`config.mk`:
```
export PLATFORM = sky130hd
export DESIGN_NAME = bsg_manycore_endpoint_mem_arb_flat
export DESIGN_NICKNAME = d
export VERILOG_FILES = /design/src/rtl/bsg_manycore_endpoint_mem_arb_if.sv /design/src/rtl/bsg_manycore_endpoint_mem_arb.sv /design/src/flat_wrapper.sv
export SDC_FILE = /design/constraint.sdc
export NUM_CORES = 1
export LEC_CHECK = 0
export BUFFER_PORTS_ARGS = -buffer_cell sky130_fd_sc_hd__buf_2
export CAP_MARGIN = 20
export CORE_AREA = 2 2 113 115
export DETAILED_ROUTE_END_ITERATION = 10
export DIE_AREA = 0 0 115 117
export SETUP_SLACK_MARGIN = 0.4
export SLEW_MARGIN = 20
export SYNTH_ARGS = -nofsm -noshare
export SYNTH_HDL_FRONTEND = slang
export SYNTH_SLANG_ARGS = --single-unit
```
`constraint.sdc`:
```
create_clock -name clk_i -period 1.25 [get_ports clk_i]
set_clock_uncertainty 0.05 [all_clocks]
set_input_delay 0.125 -clock clk_i [delete_from_list [all_inputs] [get_ports clk_i]]
set_output_delay 0.125 -clock clk_i [all_outputs]
set_load 0.01 [all_outputs]
```
`src/rtl/bsg_manycore_endpoint_mem_arb_if.sv`:
```
`default_nettype none
// +--------------------------------------------------------------------------+
// | bsg_manycore_endpoint_mem_arb_if                                         |
// | Remote/local request, response and SRAM signals for the tile memory arb. |
// | Rev 1.0                                                                  |
// +--------------------------------------------------------------------------+
interface bsg_manycore_endpoint_mem_arb_if #(
  parameter int DATA_WIDTH     = 32,
  parameter int ADDR_WIDTH     = 32,
  parameter int MEM_ADDR_WIDTH = 10
);
  localparam int MASK_WIDTH = DATA_WIDTH >> 3;

  logic                      remote_v_i;
  logic                      remote_yumi_o;
  logic [DATA_WIDTH-1:0]     remote_data_i;
  logic [MASK_WIDTH-1:0]     remote_mask_i;
  logic [ADDR_WIDTH-1:0]     remote_addr_i;
  logic                      remote_we_i;
  logic [DATA_WIDTH-1:0]     returning_data_o;
  logic                      returning_v_o;

  logic                      local_v_i;
  logic [DATA_WIDTH-1:0]     local_data_i;
  logic [MASK_WIDTH-1:0]     local_mask_i;
  logic [ADDR_WIDTH-1:0]     local_addr_i;
  logic                      local_we_i;
  logic                      local_yumi_o;
  logic [DATA_WIDTH-1:0]     local_data_o;
  logic                      local_v_o;

  logic                      mem_v_o;
  logic                      mem_w_o;
  logic [MEM_ADDR_WIDTH-1:0] mem_addr_o;
  logic [DATA_WIDTH-1:0]     mem_data_o;
  logic [MASK_WIDTH-1:0]     mem_mask_o;
  logic [DATA_WIDTH-1:0]     mem_data_i;

  // Arbiter side
  modport master (
    input  remote_v_i, remote_data_i, remote_mask_i, remote_addr_i, remote_we_i,
    input  local_v_i, local_data_i, local_mask_i, local_addr_i, local_we_i,
    input  mem_data_i,
    output remote_yumi_o, returning_data_o, returning_v_o,
    output local_yumi_o, local_data_o, local_v_o,
    output mem_v_o, mem_w_o, mem_addr_o, mem_data_o, mem_mask_o
  );

  // Endpoint / core / SRAM side
  modport slave (
    output remote_v_i, remote_data_i, remote_mask_i, remote_addr_i, remote_we_i,
    output local_v_i, local_data_i, local_mask_i, local_addr_i, local_we_i,
    output mem_data_i,
    input  remote_yumi_o, returning_data_o, returning_v_o,
    input  local_yumi_o, local_data_o, local_v_o,
    input  mem_v_o, mem_w_o, mem_addr_o, mem_data_o, mem_mask_o
  );
endinterface
`default_nettype wire

```
`src/rtl/bsg_manycore_endpoint_mem_arb.sv`:
```
`default_nettype none
// +--------------------------------------------------------------------------+
// | bsg_manycore_endpoint_mem_arb                                            |
// | Local-priority SRAM arbiter with bounded remote starvation.              |
// | Rev 1.0                                                                  |
// +--------------------------------------------------------------------------+
module bsg_manycore_endpoint_mem_arb #(
  parameter int DATA_WIDTH     = 32,
  parameter int ADDR_WIDTH     = 32,
  parameter int MEM_ADDR_WIDTH = 10,
  parameter int MAX_LOCAL_WINS = 4
) (
  input  wire logic                     clk_i,
  input  wire logic                     reset_i,
  bsg_manycore_endpoint_mem_arb_if.master bus
);
  localparam int MASK_WIDTH = DATA_WIDTH >> 3;
  localparam int CNT_WIDTH  = (MAX_LOCAL_WINS > 0) ? $clog2(MAX_LOCAL_WINS + 1) : 1;
  localparam logic [CNT_WIDTH-1:0] C_MAX_WINS = CNT_WIDTH'(MAX_LOCAL_WINS);

  logic [CNT_WIDTH-1:0] r_starve_cnt;
  logic                 r_rem_rd;
  logic                 r_rem_wr;
  logic                 r_loc_rd;

  logic                      w_remote_pri;
  logic                      w_rem_gnt;
  logic                      w_loc_gnt;
  logic                      w_mem_w;
  logic [MEM_ADDR_WIDTH-1:0] w_mem_addr;
  logic [DATA_WIDTH-1:0]     w_mem_data;
  logic [MASK_WIDTH-1:0]     w_mem_mask;

  assign w_remote_pri = (r_starve_cnt >= C_MAX_WINS);

  // Grant depends only on request valids and the counter, never on mem_data_i
  always_comb begin
    w_rem_gnt = 1'b0;
    w_loc_gnt = 1'b0;
    if (!reset_i) begin
      if (w_remote_pri) begin
        if (bus.remote_v_i)     w_rem_gnt = 1'b1;
        else if (bus.local_v_i) w_loc_gnt = 1'b1;
      end else begin
        if (bus.local_v_i)       w_loc_gnt = 1'b1;
        else if (bus.remote_v_i) w_rem_gnt = 1'b1;
      end
    end
  end

  always_comb begin
    w_mem_w    = 1'b0;
    w_mem_addr = '0;
    w_mem_data = '0;
    w_mem_mask = '0;
    if (w_rem_gnt) begin
      w_mem_w    = bus.remote_we_i;
      w_mem_addr = bus.remote_addr_i[MEM_ADDR_WIDTH-1:0];
      w_mem_data = bus.remote_data_i;
      w_mem_mask = bus.remote_mask_i;
    end else if (w_loc_gnt) begin
      w_mem_w    = bus.local_we_i;
      w_mem_addr = bus.local_addr_i[MEM_ADDR_WIDTH-1:0];
      w_mem_data = bus.local_data_i;
      w_mem_mask = bus.local_mask_i;
    end
  end

  assign bus.remote_yumi_o = w_rem_gnt;
  assign bus.local_yumi_o  = w_loc_gnt;
  assign bus.mem_v_o       = w_rem_gnt | w_loc_gnt;
  assign bus.mem_w_o       = w_mem_w;
  assign bus.mem_addr_o    = w_mem_addr;
  assign bus.mem_data_o    = w_mem_data;
  assign bus.mem_mask_o    = w_mem_mask;

  always_ff @(posedge clk_i) begin
    if (reset_i) begin
      r_starve_cnt <= '0;
    end else if (w_rem_gnt || !bus.remote_v_i) begin
      r_starve_cnt <= '0;
    end else if (w_loc_gnt && (r_starve_cnt != C_MAX_WINS)) begin
      r_starve_cnt <= r_starve_cnt + CNT_WIDTH'(1);
    end
  end

  always_ff @(posedge clk_i) begin
    if (reset_i) begin
      r_rem_rd <= 1'b0;
      r_rem_wr <= 1'b0;
      r_loc_rd <= 1'b0;
    end else begin
      r_rem_rd <= w_rem_gnt & ~bus.remote_we_i;
      r_rem_wr <= w_rem_gnt &  bus.remote_we_i;
      r_loc_rd <= w_loc_gnt & ~bus.local_we_i;
    end
  end

  // SRAM read data lands the cycle after the grant; steer it to the requester
  assign bus.returning_v_o    = r_rem_rd | r_rem_wr;
  assign bus.returning_data_o = r_rem_rd ? bus.mem_data_i : '0;
  assign bus.local_v_o        = r_loc_rd;
  assign bus.local_data_o     = r_loc_rd ? bus.mem_data_i : '0;

  // Upper address bits beyond the SRAM index are intentionally ignored
  logic w_unused_addr;
  assign w_unused_addr = &{1'b0,
                           bus.remote_addr_i[ADDR_WIDTH-1:MEM_ADDR_WIDTH],
                           bus.local_addr_i[ADDR_WIDTH-1:MEM_ADDR_WIDTH]};
endmodule
`default_nettype wire
```
`src/flat_wrapper.sv`:
```
// flat-port wrapper written by rule: the top's interface ports become plain ports
module bsg_manycore_endpoint_mem_arb_flat 
#(
  parameter int DATA_WIDTH     = 32,
  parameter int ADDR_WIDTH     = 32,
  parameter int MEM_ADDR_WIDTH = 10,
  parameter int MAX_LOCAL_WINS = 4
)
  (clk_i, reset_i, bus_remote_v_i, bus_remote_data_i, bus_remote_mask_i, bus_remote_addr_i, bus_remote_we_i, bus_local_v_i, bus_local_data_i, bus_local_mask_i, bus_local_addr_i, bus_local_we_i, bus_mem_data_i, bus_remote_yumi_o, bus_returning_data_o, bus_returning_v_o, bus_local_yumi_o, bus_local_data_o, bus_local_v_o, bus_mem_v_o, bus_mem_w_o, bus_mem_addr_o, bus_mem_data_o, bus_mem_mask_o);
  bsg_manycore_endpoint_mem_arb_if #(.DATA_WIDTH(DATA_WIDTH), .ADDR_WIDTH(ADDR_WIDTH), .MEM_ADDR_WIDTH(MEM_ADDR_WIDTH)) bus_i ();
  input  wire logic clk_i;
  input  wire logic reset_i;
  input wire logic [$bits(bus_i.remote_v_i)-1:0] bus_remote_v_i;
  input wire logic [$bits(bus_i.remote_data_i)-1:0] bus_remote_data_i;
  input wire logic [$bits(bus_i.remote_mask_i)-1:0] bus_remote_mask_i;
  input wire logic [$bits(bus_i.remote_addr_i)-1:0] bus_remote_addr_i;
  input wire logic [$bits(bus_i.remote_we_i)-1:0] bus_remote_we_i;
  input wire logic [$bits(bus_i.local_v_i)-1:0] bus_local_v_i;
  input wire logic [$bits(bus_i.local_data_i)-1:0] bus_local_data_i;
  input wire logic [$bits(bus_i.local_mask_i)-1:0] bus_local_mask_i;
  input wire logic [$bits(bus_i.local_addr_i)-1:0] bus_local_addr_i;
  input wire logic [$bits(bus_i.local_we_i)-1:0] bus_local_we_i;
  input wire logic [$bits(bus_i.mem_data_i)-1:0] bus_mem_data_i;
  output wire logic [$bits(bus_i.remote_yumi_o)-1:0] bus_remote_yumi_o;
  output wire logic [$bits(bus_i.returning_data_o)-1:0] bus_returning_data_o;
  output wire logic [$bits(bus_i.returning_v_o)-1:0] bus_returning_v_o;
  output wire logic [$bits(bus_i.local_yumi_o)-1:0] bus_local_yumi_o;
  output wire logic [$bits(bus_i.local_data_o)-1:0] bus_local_data_o;
  output wire logic [$bits(bus_i.local_v_o)-1:0] bus_local_v_o;
  output wire logic [$bits(bus_i.mem_v_o)-1:0] bus_mem_v_o;
  output wire logic [$bits(bus_i.mem_w_o)-1:0] bus_mem_w_o;
  output wire logic [$bits(bus_i.mem_addr_o)-1:0] bus_mem_addr_o;
  output wire logic [$bits(bus_i.mem_data_o)-1:0] bus_mem_data_o;
  output wire logic [$bits(bus_i.mem_mask_o)-1:0] bus_mem_mask_o;
  assign bus_i.remote_v_i = bus_remote_v_i;
  assign bus_i.remote_data_i = bus_remote_data_i;
  assign bus_i.remote_mask_i = bus_remote_mask_i;
  assign bus_i.remote_addr_i = bus_remote_addr_i;
  assign bus_i.remote_we_i = bus_remote_we_i;
  assign bus_i.local_v_i = bus_local_v_i;
  assign bus_i.local_data_i = bus_local_data_i;
  assign bus_i.local_mask_i = bus_local_mask_i;
  assign bus_i.local_addr_i = bus_local_addr_i;
  assign bus_i.local_we_i = bus_local_we_i;
  assign bus_i.mem_data_i = bus_mem_data_i;
  assign bus_remote_yumi_o = bus_i.remote_yumi_o;
  assign bus_returning_data_o = bus_i.returning_data_o;
  assign bus_returning_v_o = bus_i.returning_v_o;
  assign bus_local_yumi_o = bus_i.local_yumi_o;
  assign bus_local_data_o = bus_i.local_data_o;
  assign bus_local_v_o = bus_i.local_v_o;
  assign bus_mem_v_o = bus_i.mem_v_o;
  assign bus_mem_w_o = bus_i.mem_w_o;
  assign bus_mem_addr_o = bus_i.mem_addr_o;
  assign bus_mem_data_o = bus_i.mem_data_o;
  assign bus_mem_mask_o = bus_i.mem_mask_o;
  bsg_manycore_endpoint_mem_arb #(.DATA_WIDTH(DATA_WIDTH), .ADDR_WIDTH(ADDR_WIDTH), .MEM_ADDR_WIDTH(MEM_ADDR_WIDTH), .MAX_LOCAL_WINS(MAX_LOCAL_WINS)) u_core (.clk_i(clk_i), .reset_i(reset_i), .bus(bus_i));
endmodule
```
Yosys cells after proc, flatten, opt, wreduce, memory -nomap -nowiden. Index checks and enable logic that the tools add are counted.

Magnitude comparators: 1. Muxes and demuxes: 18. Bitwise logic cells: 7. Reduce and logical (&&, ||, !) cells: 4. Equal/unequal tests: 1. Add/sub/neg operators: 1.

Operators by type and width (number): 32-bit 2-to-1 mux (4); 10-bit 2-to-1 mux (2); 1-bit 2-to-1 mux (10); 4-bit 2-to-1 mux (2); 3-bit by 1-bit adder with 3-bit output (second input constant) (1); 1-bit AND (3); 3-bit greater-or-equal comparator (second input constant) (1); 3-bit inequality test (second input constant) (1); 1-bit inverter (2); 1-bit OR (2); 2-bit OR reduction (1); 1-bit logical AND (1); 1-bit logical NOT (1); 1-bit logical OR (1).

Logic and storage cells: 36. Flip-flop bits (word level): 6. Bits of input ports: 174. Output and inout bits: 116.

Longest topological paths before layout. Gate-level depths: netlist of run 1.

Word-level depth: 6. Gate-level depth with buffers: 6. Gate-level depth less buffers: 3.

Worst setup path after synthesis of run 1. Ideal clock, no wire load.

Kind: register to output. Start: reg u_core.r_starve_cnt[2]. End: out bus_mem_data_o[25]. Path buffers: 2. Cell stages (with the launch flop): 6. Arrival: 1.063 ns. Required time: 1.075 ns. Slack: 0.012 ns. Cell sequence: dfxtp_1 nand2b_1 buf_4 buf_4 a32oi_1 nor2_1.

Longest elaborated chain between the ends: 5. Elaborated cells on any way between the ends: 7. Those cells by class: order compare: 1; mux: 6.

RTL lines: from (decl) (line bsg_manycore_endpoint_mem_arb.sv:21) `logic [CNT_WIDTH-1:0] r_starve_cnt;`; from (signal assigned) (line bsg_manycore_endpoint_mem_arb.sv:83) `r_starve_cnt <= r_starve_cnt + CNT_WIDTH'(1);`; 3-bit greater-or-equal comparator (*) (line bsg_manycore_endpoint_mem_arb.sv:34) `assign w_remote_pri = (r_starve_cnt >= C_MAX_WINS);`; 1-bit 2-to-1 mux (line bsg_manycore_endpoint_mem_arb.sv:41) `if (w_remote_pri) begin`; 1-bit 2-to-1 mux (line bsg_manycore_endpoint_mem_arb.sv:40) `if (!reset_i) begin`; 32-bit 2-to-1 mux (line bsg_manycore_endpoint_mem_arb.sv:61) `end else if (w_loc_gnt) begin`; 32-bit 2-to-1 mux (*) (line bsg_manycore_endpoint_mem_arb.sv:56) `if (w_rem_gnt) begin`; to (decl) (line flat_wrapper.sv:33) `output wire logic [$bits(bus_i.mem_data_o)-1:0] bus_mem_data_o;`.

Every way passes the cells marked *; elsewhere a longest branch is shown, timed or not.

Worst setup path after layout of run 1. Ends and elaborated chain as after synthesis.

==> metrics.txt, run 1 <==
# TYPE chip_impl_metric gauge
chip_impl_info{name="status",value="finished with violations"} 1
chip_impl_info{name="failed_checks",value="negative setup slack"} 1
chip_impl_metric{name="portion_of_the_post_synthesis_area_used_by_sequential_elements",unit=""} 0.0871
chip_impl_metric{name="clk-insertion-delay-late",unit="ns"} 0.22
chip_impl_metric{name="initial_utilization",unit=""} 0.112
chip_impl_metric{name="post_synth.cell_area_avg",unit="µm²"} 6.57
chip_impl_metric{name="async_flop_share",unit=""} 0
chip_impl_metric{name="synth-edff-count",unit=""} 0
chip_impl_metric{name="track_usage",unit=""} 0.115
chip_impl_metric{name="wl_per_cell",unit="µm"} 16.4
chip_impl_metric{name="die_width",unit="µm"} 115
chip_impl_metric{name="tightestPinTransition",unit="ns"} 0.222
chip_impl_info{name="yosys-top-cells-area",value="sky130_fd_sc_hd__and2_1 31%, sky130_fd_sc_hd__a32oi_1 30%, sky130_fd_sc_hd__nor2_1 13%, sky130_fd_sc_hd__dfxtp_1 8.7%, sky130_fd_sc_hd__buf_4 3.8%"} 1
chip_impl_metric{name="min_period_over_period",unit=""} 1.22
chip_impl_metric{name="synthesis.instances",unit=""} 210
chip_impl_metric{name="syn-num-nets",unit=""} 386
chip_impl_metric{name="synthToLayoutAreaGrowth",unit="%"} 183
chip_impl_metric{name="first_global_vias",unit=""} 2146
chip_impl_metric{name="grt-ovfl-total",unit=""} 0
chip_impl_metric{name="preCtsSetupSlack",unit="ns"} -0.0409
chip_impl_metric{name="detail_route.iter0.violations",unit=""} 79
chip_impl_metric{name="core_region_area",unit="mm²"} 0.0123
chip_impl_metric{name="clock_pin_slew_on_the_worst_setup_and_hold_paths",unit="ns"} 0.03
chip_impl_metric{name="globalplace.congestion",unit=""} 0.714
chip_impl_metric{name="rows",unit=""} 41
chip_impl_metric{name="synth_cell_types",unit=""} 17
chip_impl_metric{name="synth_top_area_frac",unit=""} 0.309
chip_impl_info{name="hp-class",value="input port to flip-flop"} 1
chip_impl_metric{name="grt_antenna_before_repair",unit=""} 2
chip_impl_metric{name="dieHeight",unit="µm"} 117
chip_impl_metric{name="drt.antenna.violating_nets",unit=""} 0
chip_impl_info{name="synth_most_common_cell",value="sky130_fd_sc_hd__and2_1"} 1
chip_impl_metric{name="final_core_utilization",unit=""} 0.317
chip_impl_info{name="tritoncts",value="yes"} 1
chip_impl_info{name="worst_setup_path_end_kind",value="primary output"} 1
chip_impl_metric{name="die_area",unit="mm²"} 0.0135
chip_impl_metric{name="min_period",unit="ns"} 1.53
chip_impl_metric{name="final_max_tran_viols",unit=""} 0
chip_impl_metric{name="powerDensity",unit="mW/mm²"} 443
chip_impl_info{name="clock-root-buffer",value="sky130_fd_sc_hd__clkbuf_16"} 1
chip_impl_metric{name="via_per_inst",unit=""} 4.39
chip_impl_metric{name="post-place-cells",unit=""} 588
chip_impl_metric{name="synth_seq_cells",unit=""} 6
chip_impl_metric{name="cts-hold-fix-buffers",unit=""} 0
chip_impl_metric{name="post_route_cells_drive_above_1_share",unit=""} 0.773
chip_impl_info{name="netlist.top_cell.by_area",value="sky130_fd_sc_hd__and2_1"} 1
chip_impl_metric{name="layout_setup_ws",unit="ns"} -0.276
chip_impl_info{name="synth.top_cells.by_count",value="68 x sky130_fd_sc_hd__and2_1, 49 x sky130_fd_sc_hd__nor2_1, 47 x sky130_fd_sc_hd__a32oi_1, 14 x sky130_fd_sc_hd__clkbuf_1, 7 x sky130_fd_sc_hd__buf_4"} 1
chip_impl_metric{name="detailed_place_hpwl",unit="µm"} 6570
chip_impl_metric{name="vias",unit=""} 2685
chip_impl_metric{name="htreeDepth",unit=""} 1
chip_impl_metric{name="maxSlewHeadroom",unit=""} 0.852
chip_impl_metric{name="ff2ff_path_depth",unit=""} 4
chip_impl_metric{name="whs_path_depth",unit=""} 2
chip_impl_metric{name="cts-buffers-inserted",unit=""} 3
chip_impl_metric{name="diodes",unit=""} 0
chip_impl_metric{name="max_clock_freq",unit="GHz"} 0.655
chip_impl_metric{name="io_pins",unit=""} 290
chip_impl_info{name="timing.critical_path.from_type",value="flip-flop"} 1
chip_impl_metric{name="power_leakage",unit="nW"} 2.02
chip_impl_info{name="synth_flop_cell",value="sky130_fd_sc_hd__dfxtp_1"} 1
chip_impl_metric{name="final_hold_viol_count",unit=""} 0
chip_impl_metric{name="drt-total-wl",unit="µm"} 10100
chip_impl_metric{name="post-route-drc-count",unit=""} 0
chip_impl_metric{name="irDropWorstVdd",unit="mV"} 0.332
chip_impl_metric{name="num-nets-final",unit=""} 639
chip_impl_metric{name="grt_pass1_wl",unit="µm"} 11800
chip_impl_metric{name="grt_max_degree",unit=""} 46
chip_impl_metric{name="path_max_fanout",unit=""} 8
chip_impl_info{name="grt_setup_unrepaired",value="yes"} 1
chip_impl_metric{name="instances_no_fill",unit=""} 612
chip_impl_metric{name="clock_path_buffers",unit=""} 2
chip_impl_metric{name="setup_viol_count_final",unit=""} 72
chip_impl_metric{name="detailedRoute.firstPassIterationCount",unit=""} 4
chip_impl_metric{name="drv_cap",unit=""} 0
chip_impl_metric{name="critical_path_required",unit="ns"} 1.08
chip_impl_metric{name="mappedNetlistArea",unit="mm²"} 0.00138
chip_impl_metric{name="synth.yosys.warnings",unit=""} 0
chip_impl_metric{name="io_buffers",unit=""} 245
chip_impl_metric{name="arrival",unit="ns"} 1.35
chip_impl_metric{name="cts.sink_count",unit=""} 6
chip_impl_info{name="timing.setup.critical_path_class",value="flip-flop to primary output"} 1
[layer usage]
layer	global-route usage	routed length, µm
met1	0.133	3800
met2	0.221	5280
met3	0.0232	821
met4	0.0225	126
met5	0	30
[per-stage QoR]
step           TNS [ns]  total power, mW  hold WS [ns]  area [µm²]
2_1_floorplan         0            0.557         0.137        1480
3_3_place_gp    -0.0445            0.959         0.247        2820
3_5_place_dp    -0.0409            0.958         0.254        2820
4_1_cts          -11.45             1.64        0.0172        3560
5_1_grt          -15.28             1.84        0.0225        3910
6_report         -11.07             1.73        0.0173        3910
[cells in the final DEF, fill, tap and decap left out, types with 2 or more instances in the layout]
cell type,Yosys,layout
sky130_fd_sc_hd__a32oi_2,0,2
sky130_fd_sc_hd__buf_2,5,178
sky130_fd_sc_hd__ha_1,2,2
sky130_fd_sc_hd__nor2_1,49,48
sky130_fd_sc_hd__dfxtp_4,0,2
sky130_fd_sc_hd__clkbuf_16,0,7
sky130_fd_sc_hd__dfxtp_2,0,3
sky130_fd_sc_hd__and2_1,68,4
sky130_fd_sc_hd__buf_6,1,73
sky130_fd_sc_hd__buf_12,0,9
sky130_fd_sc_hd__buf_16,0,4
sky130_fd_sc_hd__and2_4,0,64
sky130_fd_sc_hd__nor2b_1,2,2
sky130_fd_sc_hd__buf_8,0,3
sky130_fd_sc_hd__buf_4,7,4
sky130_fd_sc_hd__a32oi_1,47,45
[area by class of cell]
type | count | area [µm²]
fill | 1307 | 8410
clock buffer | 4 | 78.8
tap | 150 | 188
timing repair buffer | 275 | 2180
sequential | 6 | 131
inverter | 2 | 7.51
multi-input combinational | 175 | 1320
[worst max-delay path: stages (launching register included)]
cell                       delay (ns)
sky130_fd_sc_hd__dfxtp_2         0.33
sky130_fd_sc_hd__nand2b_4        0.17
sky130_fd_sc_hd__buf_4           0.18
sky130_fd_sc_hd__a32oi_1         0.23
sky130_fd_sc_hd__nor2_1          0.07
sky130_fd_sc_hd__buf_2           0.14
[final timing paths]
| check | slack [ns] | start | end |
|---|---|---|---|
| worst max register to register | 0.07 | u_core.r_starve_cnt[2] | u_core.r_rem_wr |
| worst max-delay path | -0.28 | u_core.r_starve_cnt[2] | bus_mem_data_o[25] |
| worst min-delay path | 0.02 | bus_local_we_i | u_core.bus.local_v_o |
| worst min register to register | 0.45 | u_core.r_starve_cnt[0] | u_core.r_starve_cnt[0] |
[what timing repair did]
| action | 4_1_cts | 5_1_grt |
|---|---|---|
| gates cloned | 4 | 6 |
| buffers inserted | 8 | 2 |
| resized for setup | 114 | 43 |
| setup endpoints to repair | 122 | 121 |
| pin swaps | 18 | 21 |
[flip-flops by register name, indices dropped and copies added (netlist names)]
register / flops
u_core.r_starve_cnt: 3
u_core.bus.local_v_o: 1
u_core.r_rem_rd: 1
u_core.r_rem_wr: 1
[cell families (layout without fill, tap and decap cells)]
kind of cell | Yosys count | in the layout | share of synthesized area
flip-flops | 6 | 6 | 0.0871
AND/OR/NAND/NOR | 124 | 124 | 0.476
AO/OA/AOI/OAI | 49 | 49 | 0.310
buffers and inverters | 29 | 281 | 0.108
adder cells (fa/ha/maj) | 2 | 2 | 0.0181
[power by group]
group / total, mW / leakage (nW) / switching [mW] / internal, mW
Clock: 0.525 / 0.0382 / 0.102 / 0.423
Combinational: 1.00 / 1.93 / 0.454 / 0.547
Sequential: 0.205 / 0.0517 / 0.00963 / 0.195
Total: 1.73 / 2.02 / 0.565 / 1.17
No activity file was read; power rests on OpenSTA's default activity.
==> inputs of run 2 (changes only) <==
Settings changed: CTS_BUF_LIST set to sky130_fd_sc_hd__clkbuf_4, SLEW_MARGIN 20 to not set.
==> metrics.txt, run 2 (synthesized netlist as in run 1, its figures left out) <==
# TYPE chip_impl_metric gauge
chip_impl_info{name="status",value="finished with violations"} 1
chip_impl_info{name="failed_checks",value="negative setup slack"} 1
chip_impl_metric{name="grt-ovfl-total",unit=""} 0
chip_impl_metric{name="powerDensity",unit="mW/mm²"} 368
chip_impl_metric{name="core_region_area",unit="mm²"} 0.0123
chip_impl_metric{name="critical_path_required",unit="ns"} 1.08
chip_impl_metric{name="placed_cell_area",unit="mm²"} 0.00282
chip_impl_metric{name="first_global_vias",unit=""} 2154
chip_impl_metric{name="max_stage_delay",unit="ns"} 0.33
chip_impl_metric{name="tightestPinTransition",unit="ns"} 0.226
chip_impl_metric{name="post-place-cells",unit=""} 588
chip_impl_metric{name="final_core_utilization",unit=""} 0.315
chip_impl_metric{name="power_frac_seq",unit=""} 0.142
chip_impl_metric{name="htreeDepth",unit=""} 1
chip_impl_metric{name="grt_max_degree",unit=""} 46
chip_impl_metric{name="ff2ff_path_depth",unit=""} 4
chip_impl_metric{name="track_usage",unit=""} 0.115
chip_impl_metric{name="whs_path_depth",unit=""} 2
chip_impl_info{name="crit-reg2reg-launch",value="u_core.r_starve_cnt[2]"} 1
chip_impl_metric{name="grt_pass1_wl",unit="µm"} 11800
chip_impl_info{name="critical_path.cell_chain",value="nand2b_4, buf_4, a32oi_1, nor2_1, buf_2"} 1
chip_impl_metric{name="min_period_over_period",unit=""} 1.24
chip_impl_metric{name="clock_path_buffers",unit=""} 2
chip_impl_metric{name="max_reg_flops",unit=""} 3
chip_impl_info{name="final_cell_mix",value="178 x sky130_fd_sc_hd__buf_2, 75 x sky130_fd_sc_hd__buf_6, 64 x sky130_fd_sc_hd__and2_4, 48 x sky130_fd_sc_hd__nor2_1, 45 x sky130_fd_sc_hd__a32oi_1"} 1
chip_impl_metric{name="clock_pin_slew_on_the_worst_setup_and_hold_paths",unit="ns"} 0.05
chip_impl_info{name="tritoncts",value="yes"} 1
chip_impl_metric{name="maxSlewHeadroom",unit=""} 0.849
chip_impl_metric{name="power.share.clock",unit=""} 0.152
chip_impl_metric{name="irDropWorstVdd",unit="mV"} 0.194
chip_impl_metric{name="via_per_inst",unit=""} 4.38
chip_impl_metric{name="drv_cap",unit=""} 0
chip_impl_metric{name="min_period",unit="ns"} 1.55
chip_impl_metric{name="drt-total-wl",unit="µm"} 10100
chip_impl_info{name="timing.setup.critical_path_class",value="flip-flop to primary output"} 1
chip_impl_info{name="hp-class",value="input port to flip-flop"} 1
chip_impl_metric{name="detailedRoute.firstPassIterationCount",unit=""} 4
chip_impl_info{name="clock-root-buffer",value="sky130_fd_sc_hd__clkbuf_4"} 1
chip_impl_metric{name="p_sw_frac",unit=""} 0.378
chip_impl_info{name="grt_setup_unrepaired",value="yes"} 1
chip_impl_info{name="critical-path-slowest-cell",value="sky130_fd_sc_hd__dfxtp_2"} 1
chip_impl_metric{name="vias",unit=""} 2696
chip_impl_metric{name="layout_setup_ws",unit="ns"} -0.301
chip_impl_metric{name="max_clock_freq",unit="GHz"} 0.645
chip_impl_info{name="worst_setup_path_end_kind",value="primary output"} 1
chip_impl_metric{name="cts.sink_count",unit=""} 6
chip_impl_info{name="min_delay_worst_endpoint",value="u_core.r_rem_wr"} 1
chip_impl_metric{name="die_area",unit="mm²"} 0.0135
chip_impl_metric{name="final.fill_count",unit=""} 1314
chip_impl_metric{name="setup_viol_count_final",unit=""} 95
chip_impl_metric{name="synthToLayoutAreaGrowth",unit="%"} 181
chip_impl_metric{name="globalplace.congestion",unit=""} 0.714
chip_impl_metric{name="io_pins",unit=""} 290
chip_impl_metric{name="dieHeight",unit="µm"} 117
chip_impl_metric{name="detail_route.iter0.violations",unit=""} 117
chip_impl_metric{name="clk-insertion-delay-late",unit="ns"} 0.24
chip_impl_metric{name="diodes",unit=""} 0
chip_impl_metric{name="rows",unit=""} 41
chip_impl_metric{name="preCtsSetupSlack",unit="ns"} -0.0409
chip_impl_metric{name="arrival",unit="ns"} 1.38
chip_impl_metric{name="io_buffers",unit=""} 245
chip_impl_metric{name="drt.antenna.violating_nets",unit=""} 0
chip_impl_metric{name="timing.reg2reg.setup_slack",unit="ns"} 0.06
chip_impl_info{name="timing.critical_path.from_type",value="flip-flop"} 1
chip_impl_metric{name="detailed_place_hpwl",unit="µm"} 6570
chip_impl_info{name="holdCritStartpoint",value="bus_remote_we_i"} 1
chip_impl_metric{name="p_int",unit="mW"} 0.889
chip_impl_metric{name="path_max_fanout",unit=""} 8
chip_impl_metric{name="cts-buffers-inserted",unit=""} 3
chip_impl_metric{name="num-nets-final",unit=""} 642
chip_impl_metric{name="initial_utilization",unit=""} 0.112
chip_impl_info{name="max_flop_register",value="u_core.r_starve_cnt"} 1
chip_impl_metric{name="power_leakage",unit="nW"} 2.01
chip_impl_metric{name="grt_antenna_before_repair",unit=""} 2
chip_impl_metric{name="final_hold_viol_count",unit=""} 0
chip_impl_info{name="worstReg2RegEnd",value="u_core.r_rem_wr"} 1
chip_impl_metric{name="p_comb_frac",unit=""} 0.706
chip_impl_metric{name="post_route_cells_drive_above_1_share",unit=""} 0.772
chip_impl_metric{name="wl_per_cell",unit="µm"} 16.5
chip_impl_metric{name="totalNegativeSetupSlack",unit="ns"} -13.13
chip_impl_metric{name="final_max_tran_viols",unit=""} 0
chip_impl_info{name="mostFrequentLayoutCell",value="sky130_fd_sc_hd__buf_2"} 1
chip_impl_metric{name="finalInstanceArea",unit="mm²"} 0.00388
chip_impl_metric{name="p_switching",unit="mW"} 0.541
chip_impl_metric{name="post-route-drc-count",unit=""} 0
chip_impl_metric{name="die_width",unit="µm"} 115
chip_impl_metric{name="instances_no_fill",unit=""} 615
==> run 2: power groups by stage <==
stage	Sequential, mW	Clock [mW]	Combinational [mW]
after floorplan	0.204	0	0.353
after global placement	0.216	0	0.743
after detailed placement	0.216	0	0.742
after CTS	0.201	0.227	0.903
after global routing	0.204	0.235	1.09
final	0.204	0.217	1.01
==> run 2: per-layer routing <==
metal	GRT usage	up-vias	wire length (µm)
li1	-	1269	-
met1	0.132	1242	3910
met2	0.221	169	5310
met3	0.0232	12	772
met4	0.0201	4	120
met5	0	-	30
==> run 2: worst max-delay path by stage <==
stage / start / to / slack, ns / cells after the start
after floorplan: u_core.r_starve_cnt[2] / bus_mem_data_o[14] / 0.09 / 5
after global placement: u_core.r_starve_cnt[2] / bus_mem_addr_o[9] / -0.04 / 5
after detailed placement: u_core.r_starve_cnt[2] / bus_mem_addr_o[9] / -0.04 / 5
after CTS: u_core.r_starve_cnt[2] / bus_mem_addr_o[9] / -0.29 / 5
after global routing: u_core.r_starve_cnt[2] / bus_mem_data_o[24] / -0.36 / 5
final: u_core.r_starve_cnt[2] / bus_mem_data_o[25] / -0.30 / 5
==> run 2: timing repair <==
action                                 CTS  global route
cloned                                   4             7
pin swaps                               18            21
setup buffers                            8             2
hold buffers                             2             0
resized for setup                      114            41
setup endpoints to repair              122           121
endpoints found under the hold margin    2             0
==> run 2: layout make-up <==
cell class,count,area (µm²),share of cell area
Clock buffer,4,30.0,0.00774
Multi-Input combinational cell,175,1320,0.341
Inverter,2,7.51,0.00194
Tap cell,150,188,0.0484
Timing Repair Buffer,278,2200,0.567
Sequential cell,6,131,0.0339
==> run 2: critical path: cells and delay by family, from the launching register on <==
family          cells  cell delay (ns)
buf+inv             2             0.32
simple gates        2             0.24
compound gates      1             0.23
flops               1             0.33
==> run 2: metrics by stage <==
stage               power, mW  hold slack (ns)
global route             1.52           0.0629
detailed placement      0.958            0.254
CTS                      1.33           0.0577
floorplan               0.557            0.137
global placement        0.959            0.247
finish                   1.43           0.0650
==> inputs of run 3 (changes only) <==
Settings changed: SETUP_SLACK_MARGIN 0.4 to not set.
==> metrics.txt, run 3 (synthesized netlist as in run 1, its figures left out) <==
# TYPE chip_impl_metric gauge
chip_impl_metric{name="wl_per_cell",unit="µm"} 15.1
chip_impl_metric{name="layout_setup_ws",unit="ns"} -0.269
chip_impl_metric{name="min_period_over_period",unit=""} 1.22
chip_impl_info{name="top_cell_family_by_delay_on_the_critical_path",value="buffers and inverters"} 1
chip_impl_metric{name="max_stage_delay",unit="ns"} 0.33
chip_impl_metric{name="arrival",unit="ns"} 1.34
chip_impl_metric{name="htreeDepth",unit=""} 1
chip_impl_metric{name="core_region_area",unit="mm²"} 0.0123
chip_impl_metric{name="setup_viol_count_final",unit=""} 79
chip_impl_info{name="worst_setup_path_end_kind",value="primary output"} 1
chip_impl_metric{name="cts-buffers-inserted",unit=""} 3
chip_impl_metric{name="grt-ovfl-total",unit=""} 0
chip_impl_metric{name="via_per_inst",unit=""} 4.30
chip_impl_metric{name="post-place-cells",unit=""} 593
chip_impl_info{name="timing.critical_path.from_type",value="flip-flop"} 1
chip_impl_metric{name="power_leakage",unit="nW"} 1.92
chip_impl_info{name="max_flop_register",value="u_core.r_starve_cnt"} 1
chip_impl_metric{name="final_max_tran_viols",unit=""} 0
chip_impl_info{name="clock-root-buffer",value="sky130_fd_sc_hd__clkbuf_4"} 1
chip_impl_metric{name="irDropWorstVdd",unit="mV"} 0.174
chip_impl_metric{name="track_usage",unit=""} 0.102
chip_impl_metric{name="first_global_vias",unit=""} 2089
chip_impl_metric{name="num-nets-final",unit=""} 640
chip_impl_metric{name="maxSlewHeadroom",unit=""} 0.793
chip_impl_info{name="grt_setup_unrepaired",value="yes"} 1
chip_impl_metric{name="path_max_fanout",unit=""} 11
chip_impl_info{name="mostFrequentLayoutCell",value="sky130_fd_sc_hd__buf_2"} 1
chip_impl_metric{name="vias",unit=""} 2632
chip_impl_metric{name="clock_pin_slew_on_the_worst_setup_and_hold_paths",unit="ns"} 0.04
chip_impl_info{name="status",value="finished with violations"} 1
chip_impl_metric{name="die_width",unit="µm"} 115
chip_impl_metric{name="initial_utilization",unit=""} 0.112
chip_impl_metric{name="drv_cap",unit=""} 0
chip_impl_metric{name="dieHeight",unit="µm"} 117
chip_impl_metric{name="io_pins",unit=""} 290
chip_impl_info{name="worstReg2RegEnd",value="u_core.r_rem_wr"} 1
chip_impl_metric{name="grt_max_degree",unit=""} 36
chip_impl_metric{name="max_reg_flops",unit=""} 3
chip_impl_metric{name="instances_no_fill",unit=""} 612
chip_impl_metric{name="io_buffers",unit=""} 245
chip_impl_info{name="final_cell_mix",value="214 x sky130_fd_sc_hd__buf_2, 49 x sky130_fd_sc_hd__nor2_1, 46 x sky130_fd_sc_hd__a32oi_1, 37 x sky130_fd_sc_hd__and2_1, 32 x sky130_fd_sc_hd__buf_6"} 1
chip_impl_metric{name="die_area",unit="mm²"} 0.0135
chip_impl_metric{name="synthToLayoutAreaGrowth",unit="%"} 155
chip_impl_info{name="timing.setup.critical_path_class",value="flip-flop to primary output"} 1
chip_impl_metric{name="path_buf_inv",unit=""} 3
chip_impl_metric{name="critical_path_required",unit="ns"} 1.08
chip_impl_metric{name="detailed_place_hpwl",unit="µm"} 6340
chip_impl_metric{name="tightestPinTransition",unit="ns"} 0.310
chip_impl_info{name="worst_setup_path_endpoint",value="bus_mem_data_o[4]"} 1
chip_impl_metric{name="grt_pass1_wl",unit="µm"} 10700
chip_impl_info{name="crit-reg2reg-launch",value="u_core.r_starve_cnt[2]"} 1
chip_impl_metric{name="logic_depth_of_the_worst_path_buffers_included",unit=""} 6
chip_impl_metric{name="drt-total-wl",unit="µm"} 9260
chip_impl_info{name="hp-class",value="input port to flip-flop"} 1
chip_impl_metric{name="clock_path_buffers",unit=""} 2
chip_impl_metric{name="placed_cell_area",unit="mm²"} 0.00287
chip_impl_metric{name="rows",unit=""} 41
chip_impl_metric{name="diodes",unit=""} 0
chip_impl_info{name="failed_checks",value="negative setup slack"} 1
chip_impl_metric{name="detailedRoute.firstPassIterationCount",unit=""} 4
chip_impl_info{name="critical-path-slowest-cell",value="sky130_fd_sc_hd__dfxtp_2"} 1
chip_impl_metric{name="detail_route.iter0.violations",unit=""} 92
chip_impl_metric{name="timing.reg2reg.setup_slack",unit="ns"} 0.03
chip_impl_info{name="tritoncts",value="yes"} 1
chip_impl_metric{name="globalplace.congestion",unit=""} 0.766
chip_impl_metric{name="drt.antenna.violating_nets",unit=""} 0
chip_impl_metric{name="max_clock_freq",unit="GHz"} 0.658
chip_impl_metric{name="clk-insertion-delay-late",unit="ns"} 0.24
chip_impl_metric{name="powerDensity",unit="mW/mm²"} 369
chip_impl_metric{name="finalInstanceArea",unit="mm²"} 0.00352
chip_impl_metric{name="grt_antenna_before_repair",unit=""} 0
chip_impl_metric{name="final_hold_viol_count",unit=""} 0
chip_impl_metric{name="min_period",unit="ns"} 1.52
chip_impl_metric{name="cts.sink_count",unit=""} 6
chip_impl_metric{name="post-route-drc-count",unit=""} 0
chip_impl_metric{name="final.fill_count",unit=""} 1328
chip_impl_info{name="critical_path.cell_chain",value="a21boi_4, buf_4, buf_12, a32oi_1, nor2_1, buf_2"} 1
chip_impl_metric{name="post_route_cells_drive_above_1_share",unit=""} 0.684
chip_impl_metric{name="ff2ff_path_depth",unit=""} 4
chip_impl_info{name="critPathLaunch",value="u_core.r_starve_cnt[2]"} 1
-- run 3: cell type report --
type	count	area (µm²)	share of cell area
clock buffers	3	22.5	0.00640
inverters	2	7.51	0.00213
multi-input cells	175	1210	0.344
flip-flops and latches	6	129	0.0366
well taps	150	188	0.0533
repair buffers	276	1960	0.557
-- run 3: worst reg2reg max path: cells and delay by family (launching register included) --
kind | cells | cell delay, ns
and+or+nand+nor | 3 | 0.57
DFF | 1 | 0.33
buffers and inverters | 1 | 0.16
-- run 3: metrics by stage --
| stage | setup TNS [ns] | hold slack [ns] | total power [mW] | setup slack (ns) | utilization |
|---|---|---|---|---|---|
| after CTS | -11.13 | 0.0578 | 1.20 | -0.273 | 0.247 |
| after global routing | -17.74 | 0.0787 | 1.40 | -0.342 | 0.286 |
| final | -12.01 | 0.0870 | 1.30 | -0.269 | 0.286 |
| after floorplan | 0 | 0.147 | 0.536 | 0.0123 | - |
| after detailed placement | -2.08 | 0.253 | 0.974 | -0.0739 | 0.233 |
| after global placement | -1.59 | 0.256 | 0.973 | -0.0678 | 0.233 |
-- run 3: worst min-delay path by stage --
| stage | startpoint | endpoint | slack, ns | depth (start not counted) |
|---|---|---|---|---|
| after global placement | bus_local_we_i | u_core.bus.local_v_o | 0.26 | 2 |
| after detailed placement | bus_local_we_i | u_core.bus.local_v_o | 0.25 | 2 |
| after CTS | bus_remote_we_i | u_core.r_rem_wr | 0.06 | 2 |
| after floorplan | bus_local_we_i | u_core.bus.local_v_o | 0.15 | 1 |
| final | bus_remote_we_i | u_core.r_rem_wr | 0.09 | 2 |
| after global routing | bus_remote_we_i | u_core.r_rem_wr | 0.08 | 2 |
-- run 3: power by group --
| part | switching [mW] | total (mW) | leakage [nW] | internal, mW |
|---|---|---|---|---|
| Sequential | 0.0106 | 0.205 | 0.0508 | 0.194 |
| Clock | 0.0659 | 0.174 | 0.0138 | 0.108 |
| Combinational | 0.421 | 0.919 | 1.86 | 0.498 |
-- run 3: what timing repair did --
action / CTS / global route
gates cloned: 3 / 8
hold endpoints to repair: 2 / 0
pin swaps: 5 / 7
hold buffers: 2 / 0
setup buffers: 3 / 0
setup endpoints to repair: 61 / 78
resized for setup: 11 / 68
-- run 3: metal layers --
metal / vias up / routed length (µm) / share of wire / GRT usage
met3: 6 / 639 / 0.069 / 0.00875
li1: 1259 / - / - / -
met5: - / 0 / 0 / 0
met1: 1201 / 3580 / 0.39 / 0.123
met2: 166 / 5000 / 0.54 / 0.199
met4: 0 / 45 / 0.0049 / 0.0169
